--- config.mk ---
export PLATFORM = sky130hd
export DESIGN_NAME = decoder_lookahead_window
export DESIGN_NICKNAME = d
export VERILOG_FILES = /design/src/rtl/pcs_rx_pkg.sv /design/src/rtl/sat_counter.sv /design/src/rtl/decoder_lookahead_window.sv
export SDC_FILE = /design/constraint.sdc
export NUM_CORES = 1
export LEC_CHECK = 0
export BUFFER_PORTS_ARGS = -buffer_cell sky130_fd_sc_hd__buf_2
export CAP_MARGIN = 40
export CORE_AREA = 2 2 140 142
export DETAILED_ROUTE_END_ITERATION = 12
export DIE_AREA = 0 0 142 144
export HOLD_SLACK_MARGIN = 0.05
export PLACE_DENSITY_LB_ADDON = 0.05
export SETUP_SLACK_MARGIN = 0.3
export SYNTH_ARGS = -nofsm -noshare
export SYNTH_HDL_FRONTEND = slang
export SYNTH_SLANG_ARGS = --single-unit
--- constraint.sdc ---
create_clock -name i_clock -period 4.45 [get_ports i_clock]
set_clock_uncertainty 0.15 [all_clocks]
set_input_delay 0.445 -clock i_clock [delete_from_list [all_inputs] [get_ports i_clock]]
set_output_delay 0.445 -clock i_clock [all_outputs]
set_load 0.02 [all_outputs]
--- src/rtl/pcs_rx_pkg.sv ---
// Shared PCS RX definitions: coded block width, sync header encodings and helpers.
package pcs_rx_pkg;

   localparam int unsigned LEN_CODED_BLOCK = 66;
   localparam int unsigned LEN_SH          = 2;

   localparam logic [LEN_SH-1:0] SH_DATA = 2'b01;
   localparam logic [LEN_SH-1:0] SH_CTRL = 2'b10;

   typedef enum logic [1:0] {
      FILL_EMPTY   = 2'd0,
      FILL_FILLING = 2'd1,
      FILL_FULL    = 2'd2
   } fill_state_e;

   function automatic logic sh_is_invalid(input logic [LEN_SH-1:0] header);
      return (header != SH_DATA) && (header != SH_CTRL);
   endfunction

endpackage

--- src/rtl/sat_counter.sv ---
// Saturating up-counter with synchronous clear; clear wins over increment.
module sat_counter #(
   parameter int unsigned      WIDTH = 16,
   parameter logic [WIDTH-1:0] MAX   = '1
) (
   input  logic             i_clock,
   input  logic             i_reset,
   input  logic             i_inc,
   input  logic             i_clr,
   output logic [WIDTH-1:0] o_count
);

   logic [WIDTH-1:0] count_q;
   logic [WIDTH-1:0] count_d;

   always_comb begin
      count_d = count_q;
      if (i_clr) begin
         count_d = '0;
      end else if (i_inc && (count_q != MAX)) begin
         count_d = count_q + WIDTH'(1);
      end
   end

   always_ff @(posedge i_clock or posedge i_reset) begin
      if (i_reset) begin
         count_q <= '0;
      end else begin
         count_q <= count_d;
      end
   end

   assign o_count = count_q;

endmodule

--- src/rtl/decoder_lookahead_window.sv ---
// DEPTH-deep window of coded blocks feeding the RX decoder, with per-stage valid,
// fill tracking, flush and a saturating invalid-sync-header counter.
module decoder_lookahead_window #(
   parameter int unsigned LEN_CODED_BLOCK = pcs_rx_pkg::LEN_CODED_BLOCK,
   parameter int unsigned DEPTH           = 2,
   parameter int unsigned NB_FILL         = 4,
   parameter int unsigned NB_SH_ERR       = 16
) (
   input  logic                             i_clock,
   input  logic                             i_reset,
   input  logic                             i_enable,
   input  logic                             i_flush,
   input  logic                             i_sh_err_clr,
   input  logic [LEN_CODED_BLOCK-1:0]       i_rx_coded,
   output logic [LEN_CODED_BLOCK-1:0]       o_rx_coded,
   output logic [LEN_CODED_BLOCK-1:0]       o_rx_coded_next,
   output logic [DEPTH*LEN_CODED_BLOCK-1:0] o_window,
   output logic [DEPTH-1:0]                 o_valid,
   output logic                             o_window_full,
   output logic [NB_FILL-1:0]               o_fill,
   output logic [NB_SH_ERR-1:0]             o_sh_err_count
);

   import pcs_rx_pkg::*;

   localparam int unsigned LEN = LEN_CODED_BLOCK;

   logic [LEN-1:0]       stage_q [DEPTH];
   logic [LEN-1:0]       stage_d [DEPTH];
   logic [DEPTH-1:0]     valid_q;
   logic [DEPTH-1:0]     valid_d;
   logic                 full_q;
   logic                 full_d;
   logic [NB_FILL-1:0]   fill_q;
   logic [NB_SH_ERR-1:0] sh_err_q;
   logic                 accept_c;
   logic                 sh_bad_c;
   fill_state_e          fill_state_c;

   assign accept_c = i_enable & ~i_flush;
   assign sh_bad_c = accept_c & sh_is_invalid(i_rx_coded[LEN-1 -: LEN_SH]);

   // Window shift: stage 0 is the oldest block, the newest enters at DEPTH-1.
   always_comb begin
      stage_d = stage_q;
      valid_d = valid_q;
      if (i_flush) begin
         for (int k = 0; k < DEPTH; k++) begin
            stage_d[k] = '0;
         end
         valid_d = '0;
      end else if (i_enable) begin
         for (int k = 0; k < DEPTH - 1; k++) begin
            stage_d[k] = stage_q[k+1];
         end
         stage_d[DEPTH-1] = i_rx_coded;
         valid_d          = {1'b1, valid_q[DEPTH-1:1]};
      end
   end

   always_comb begin
      fill_state_c = FILL_FILLING;
      if (fill_q == '0) begin
         fill_state_c = FILL_EMPTY;
      end else if (fill_q == NB_FILL'(DEPTH)) begin
         fill_state_c = FILL_FULL;
      end
   end

   // Full flag tracks the fill counter's next value so it stays registered.
   always_comb begin
      full_d = (fill_state_c == FILL_FULL);
      if (i_flush) begin
         full_d = 1'b0;
      end else if (i_enable && (fill_q == NB_FILL'(DEPTH - 1))) begin
         full_d = 1'b1;
      end
   end

   always_ff @(posedge i_clock or posedge i_reset) begin
      if (i_reset) begin
         for (int k = 0; k < DEPTH; k++) begin
            stage_q[k] <= '0;
         end
         valid_q <= '0;
         full_q  <= 1'b0;
      end else begin
         stage_q <= stage_d;
         valid_q <= valid_d;
         full_q  <= full_d;
      end
   end

   sat_counter #(
      .WIDTH (NB_FILL),
      .MAX   (NB_FILL'(DEPTH))
   ) u_fill_cnt (
      .i_clock (i_clock),
      .i_reset (i_reset),
      .i_inc   (accept_c),
      .i_clr   (i_flush),
      .o_count (fill_q)
   );

   sat_counter #(
      .WIDTH (NB_SH_ERR)
   ) u_sh_err_cnt (
      .i_clock (i_clock),
      .i_reset (i_reset),
      .i_inc   (sh_bad_c),
      .i_clr   (i_sh_err_clr),
      .o_count (sh_err_q)
   );

   always_comb begin
      o_window = '0;
      for (int k = 0; k < DEPTH; k++) begin
         o_window[k*LEN +: LEN] = stage_q[k];
      end
   end

   assign o_rx_coded      = stage_q[0];
   assign o_rx_coded_next = stage_q[1];
   assign o_valid         = valid_q;
   assign o_window_full   = full_q;
   assign o_fill          = fill_q;
   assign o_sh_err_count  = sh_err_q;

endmodule

# [Word level (Yosys, flattened, before mapping)]
# Cells that the tools add are included.
[op_classes] add_sub_neg=2 n_eq_ne=7 n_mux=12 bitwise_logic=3 n_reduce_logical=8
[op_table] operator="$mux W132" count=2
[op_table] operator="$mux W16" count=2
[op_table] operator="$add A16 B1 Y16 const B" count=1
[op_table] operator="$ne A16 B16 Y1 const B" count=1
[op_table] operator="$mux W2" count=4
[op_table] operator="$mux W4" count=2
[op_table] operator="$reduce_bool A2 Y1" count=3
[op_table] operator="$add A4 B1 Y4 const B" count=1
[op_table] operator="$eq A4 B1 Y1 const B" count=1
[op_table] operator="$eq A4 B2 Y1 const B" count=1
[op_table] operator="$logic_and A1 B1 Y1" count=4
[op_table] operator="$logic_not A4 Y1" count=1
[op_table] operator="$ne A4 B2 Y1 const B" count=1
[op_table] operator="$and A1 B1 Y1" count=2
[op_table] operator="$eq A2 B2 Y1 const B" count=1
[op_table] operator="$mux W1" count=2
[op_table] operator="$ne A2 B1 Y1 const B" count=1
[op_table] operator="$ne A2 B2 Y1 const B" count=1
[op_table] operator="$not A1 Y1" count=1
[totals] register_bits=155 output_inout_bits=287 elab_cells=38

# [Logic depth before layout (Yosys ltp)]
[depth] depth_word=6 mapped_depth=7 mapped_depth_nobuf=6

# [Cells and area by module]
# From an unflattened synthesis, not the netlist that was laid out.
[hier_totals] cells_unflattened=697 area_unflattened_um2=7624.8
[by_module_without_submodules] module="decoder_lookahead_window" instances=1 cells_per_inst=572 area_each_um2=6457.4 seq_area_each_um2=3378.2
[by_module_without_submodules] module="sat_counter (u_sh_err_cnt)" instances=1 cells_per_inst=101 area_each_um2=932.1 seq_area_each_um2=400.4
[by_module_without_submodules] module="sat_counter (u_fill_cnt)" instances=1 cells_per_inst=24 area_each_um2=235.2 seq_area_each_um2=100.1

# [Least setup slack after synthesis]
# OpenSTA, ideal clock, no wires.
[synth_path] path_kind="register to register" startpoint="reg u_sh_err_cnt.count_q[0] (netlist: u_sh_err_cnt.o_count[0])" endpoint="reg u_sh_err_cnt.count_q[2] (netlist: u_sh_err_cnt.o_count[2])" arrival_time_ps=1851 setup_slack_ps=2321 path_stages_with_launch=6 n_path_buf=0 synth_period_minus_slack_ps=2129 path_cell_list="dfrtp_1 ha_1 nand4_2 or4_1 nand3_1 mux2_1"
[synth_between] elab_chain_len=3
[synth_lines] item="start: declaration" line_no="sat_counter.sv:13" rtl="logic [WIDTH-1:0] count_q;"
[synth_lines] item="start signal: assignment" line_no="sat_counter.sv:29" rtl="count_q <= count_d;"
[synth_lines] item="$add A16 B1 Y16 / $ne A16 B16 Y1 (equally long branches)" line_no="sat_counter.sv:21, sat_counter.sv:20"
[synth_lines] item="$mux W16 / $logic_and A1 B1 Y1 (equally long branches)" line_no="sat_counter.sv:20" rtl="end else if (i_inc && (count_q != MAX)) begin"
[synth_lines] item="$mux W16 / $reduce_bool A2 Y1 (equally long branches)"
# Several ways; a longest one is shown, not always the timed one. The select of a mux whose other input is x is not followed.
# A chain may end at the register's enable or synchronous reset.

# [Worst setup path in the final report]
[layout_path] startpoint="reg u_sh_err_cnt.count_q[0] (netlist: u_sh_err_cnt.o_count[0])" endpoint="reg u_sh_err_cnt.count_q[13] (netlist: u_sh_err_cnt.o_count[13])"
# The elaborated chain is that of the path after synthesis.

==> impl_metrics.ini <==
[synth]
ys_top_cells_by_count = dfrtp_1, nor2_1, mux2i_1, buf_4, clkbuf_1
synth-compound-area-share = 0.0198
synthAdderAreaFrac = 0.00823
syn-num-nets = 776
synth_cell_types = 39
syn_avg_cell_area_um2 = 10.9
synth_top_family_by_area = multiplexers
synth_edf_count = 0
synth_simple_gate_area_share = 0.119
synth_area_leaders = dfrtp_1, mux2i_1, buf_4
yosysMostFrequentCell = dfrtp_1
seq_area_frac_synth = 0.510
synth.cell_area_um2 = 7600
yosysTopAreaCellShare = 0.510
yosysWarnings = 0
yosys.area_share.xor_xnor = 0.00346
yosys_register_bits = 155
synth_ff_type = dfrtp_1
synthArstFlopShare = 1.00
synthCells = 700
synth_mux_area_frac = 0.184
yosys.area.top_type = dfrtp_1

[drt]
post-route-drc-count = 0
via_per_inst = 4.76
vias = 5532
wire_per_inst_um = 15.7
dr.pass1.iters = 4
antenna_left = 0
drtIter0Drc = 271
drt-total-wl_um = 18200

[floorplan]
initial_utilization = 0.398
die_h_um = 144
die_x_um = 142
placementRows = 51
boundaryPins = 358
core-area_um2 = 19100
dieArea_um2 = 20400

[sta]
finalHoldViolCount = 0
tightest_slew_ns = 0.935
fmax_mhz = 409
finalCritPeriodShare = 0.549
rsz0062_at_grt = false
drv_slew = 0
setup_viol = 0
slew_headroom = 0.377
setup-tns-final_ns = 0
fin_ws_ns = 2.01
fin_crit_ns = 2.44

[worst_setup_path]
critPathMaxFanout = 17
worstPathCellList = ha_1, nand4_2, nor4_4, nor4b_1, mux2_1
r2r_cells = 5
critPathLaunchType = flip-flop
startpoint = u_sh_err_cnt.o_count[0]$_DFFE_PP0P_
worst_setup_path_end_kind = flip-flop
required_ns = 4.59
crit_path_end = u_sh_err_cnt.o_count[13]$_DFFE_PP0P_
crit_type = reg2reg
crit_slowest_cell = nor4_4
crit-reg2reg-launch = u_sh_err_cnt.o_count[0]$_DFFE_PP0P_
cp.arrival_ns = 2.58
max_stage_delay_ns = 0.78
reg2reg_slack_ns = 2.01
r2r_end = u_sh_err_cnt.o_count[13]$_DFFE_PP0P_

[cts]
root_buffer = clkbuf_16
post-cts-setup-buffers = 0
cts_sinks = 155
clk_pin_slew_ns = 0.07
cts_buffers = 17
cts_tree = yes
htreeDepth = 4
clock_path_buffers = 2
cts_hold_buf = 0
clock_latency_ns = 0.42
post_cts_resized = 0

[final_layout]
post-route-util = 0.479
n_fill_cell = 1823
syn2layout_area_growth_pct = 20.4
num_antenna_cells = 0
nNetsFinal = 987
drive_gt1_frac = 0.431
final_area_um2 = 9150
fin_cells = 1162

[place]
placed_cells = 1130
io_buffers = 357
dpl.hpwl_um = 12900
globalplace.congestion = 0.747
place_area_um2 = 8580
dp_slack_ns = 1.72

[hold_path]
hold_path.class = in2async

[outcome]
outcome = finished clean

[global_routing]
grt_max_degree = 156
grt_pass1_vias = 5091
grt_remaining_overflow = 0
antenna_found_initial = 1
grt_pass1_wl_um = 27700
gr-usage-all-layers = 0.173

[pwr]
ir_drop_mv = 0.237
p_leak_nw = 5.42
power_density_nw_per_um2 = 374

[run]
drv_cap = 0
worst min-delay path by stage:
stage / end / from / slack [ns]
after floorplan: o_window_full$_DFF_PP0_ / u_fill_cnt.o_count[3]$_DFFE_PP0P_ / 0.44
after global placement: o_window_full$_DFF_PP0_ / u_fill_cnt.o_count[3]$_DFFE_PP0P_ / 0.34
after detailed placement: o_window_full$_DFF_PP0_ / u_fill_cnt.o_count[3]$_DFFE_PP0P_ / 0.34
after CTS: o_rx_coded_next[14]$_DFFE_PP0P_ / i_rx_coded[14] / 0.10
after global routing: o_rx_coded_next[35]$_DFFE_PP0P_ / i_reset / 0.09
final: o_rx_coded[35]$_DFFE_PP0P_ / i_reset / 0.01
registers in the layout, indices dropped and copies added, names as in the netlist:
signal / flops
o_rx_coded: 66
o_rx_coded_next: 66
o_valid: 2
o_window_full: 1
u_fill_cnt.o_count: 4
u_sh_err_cnt.o_count: 16
where the power goes:
group	internal [W]	switching, W	total [W]
sequential	0.00147	0.0000597	0.00153
clock	0.000748	0.000653	0.00140
combinational	0.000174	0.000324	0.000498
total	0.00239	0.00104	0.00343
cell type report:
class	instances	area, µm²	share of cell area
well taps	238	298	0.0326
clock buffers	17	425	0.0465
clock inverters	15	144	0.0157
inverters	5	22.5	0.00246
flip-flops and latches	155	3880	0.424
repair buffers	361	1840	0.201
multi-input cells	371	2540	0.278
cells by family after synthesis:
kind of cell | Yosys count
buffers and inverters | 174
XOR/XNOR | 3
multiplexers | 139
flip-flops | 155
adder cells (fa/ha/maj) | 5
AO/OA/AOI/OAI | 24
AND/OR/NAND/NOR | 200
critical path, delay by kind of cell, from the launching register on:
family	cells	cell delay (ns)
fa+ha+maj	1	0.28
simple gates	3	1.07
mux	1	0.35
flops	1	0.46
routing by layer:
| metal | share of wire | vias to the layer above | track usage |
|---|---|---|---|
| met1 | 0.42 | 2687 | 0.224 |
| met3 | 0.055 | 15 | 0.0397 |
| met5 | 0.00071 | - | 0 |
| li1 | - | 2623 | - |
| met2 | 0.51 | 205 | 0.290 |
| met4 | 0.012 | 2 | 0.0547 |
through the flow:
| stage | power [W] | hold WS [ns] |
|---|---|---|
| 2_1_floorplan | 0.00194 | 0.441 |
| 3_3_place_gp | 0.00206 | 0.343 |
| 3_5_place_dp | 0.00206 | 0.340 |
| 4_1_cts | 0.00348 | 0.100 |
| 5_1_grt | 0.00359 | 0.0894 |
| 6_report | 0.00343 | 0.0129 |
layout by cell type, fill, tap and decap left out, types with 2 or more instances in the layout:
master	synthesis	routed
or4_1	7	7
nor4_1	6	6
nor3_1	2	2
clkbuf_16	0	17
inv_6	0	6
o31ai_1	6	6
inv_1	5	4
nand3_1	8	8
clkinvlp_4	0	3
ha_1	5	5
a21oi_1	9	9
buf_2	15	355
or3_1	2	2
xor2_1	2	2
mux2i_1	134	134
nor2b_1	5	5
nand4_1	4	4
o21ai_1	3	3
inv_8	0	6
nor2_1	148	148
mux2_1	5	5
a31oi_1	2	2
buf_4	133	4
dfrtp_1	155	155
nand2_1	6	6
and4_1	3	3
Power figures use the tool's default switching activity.
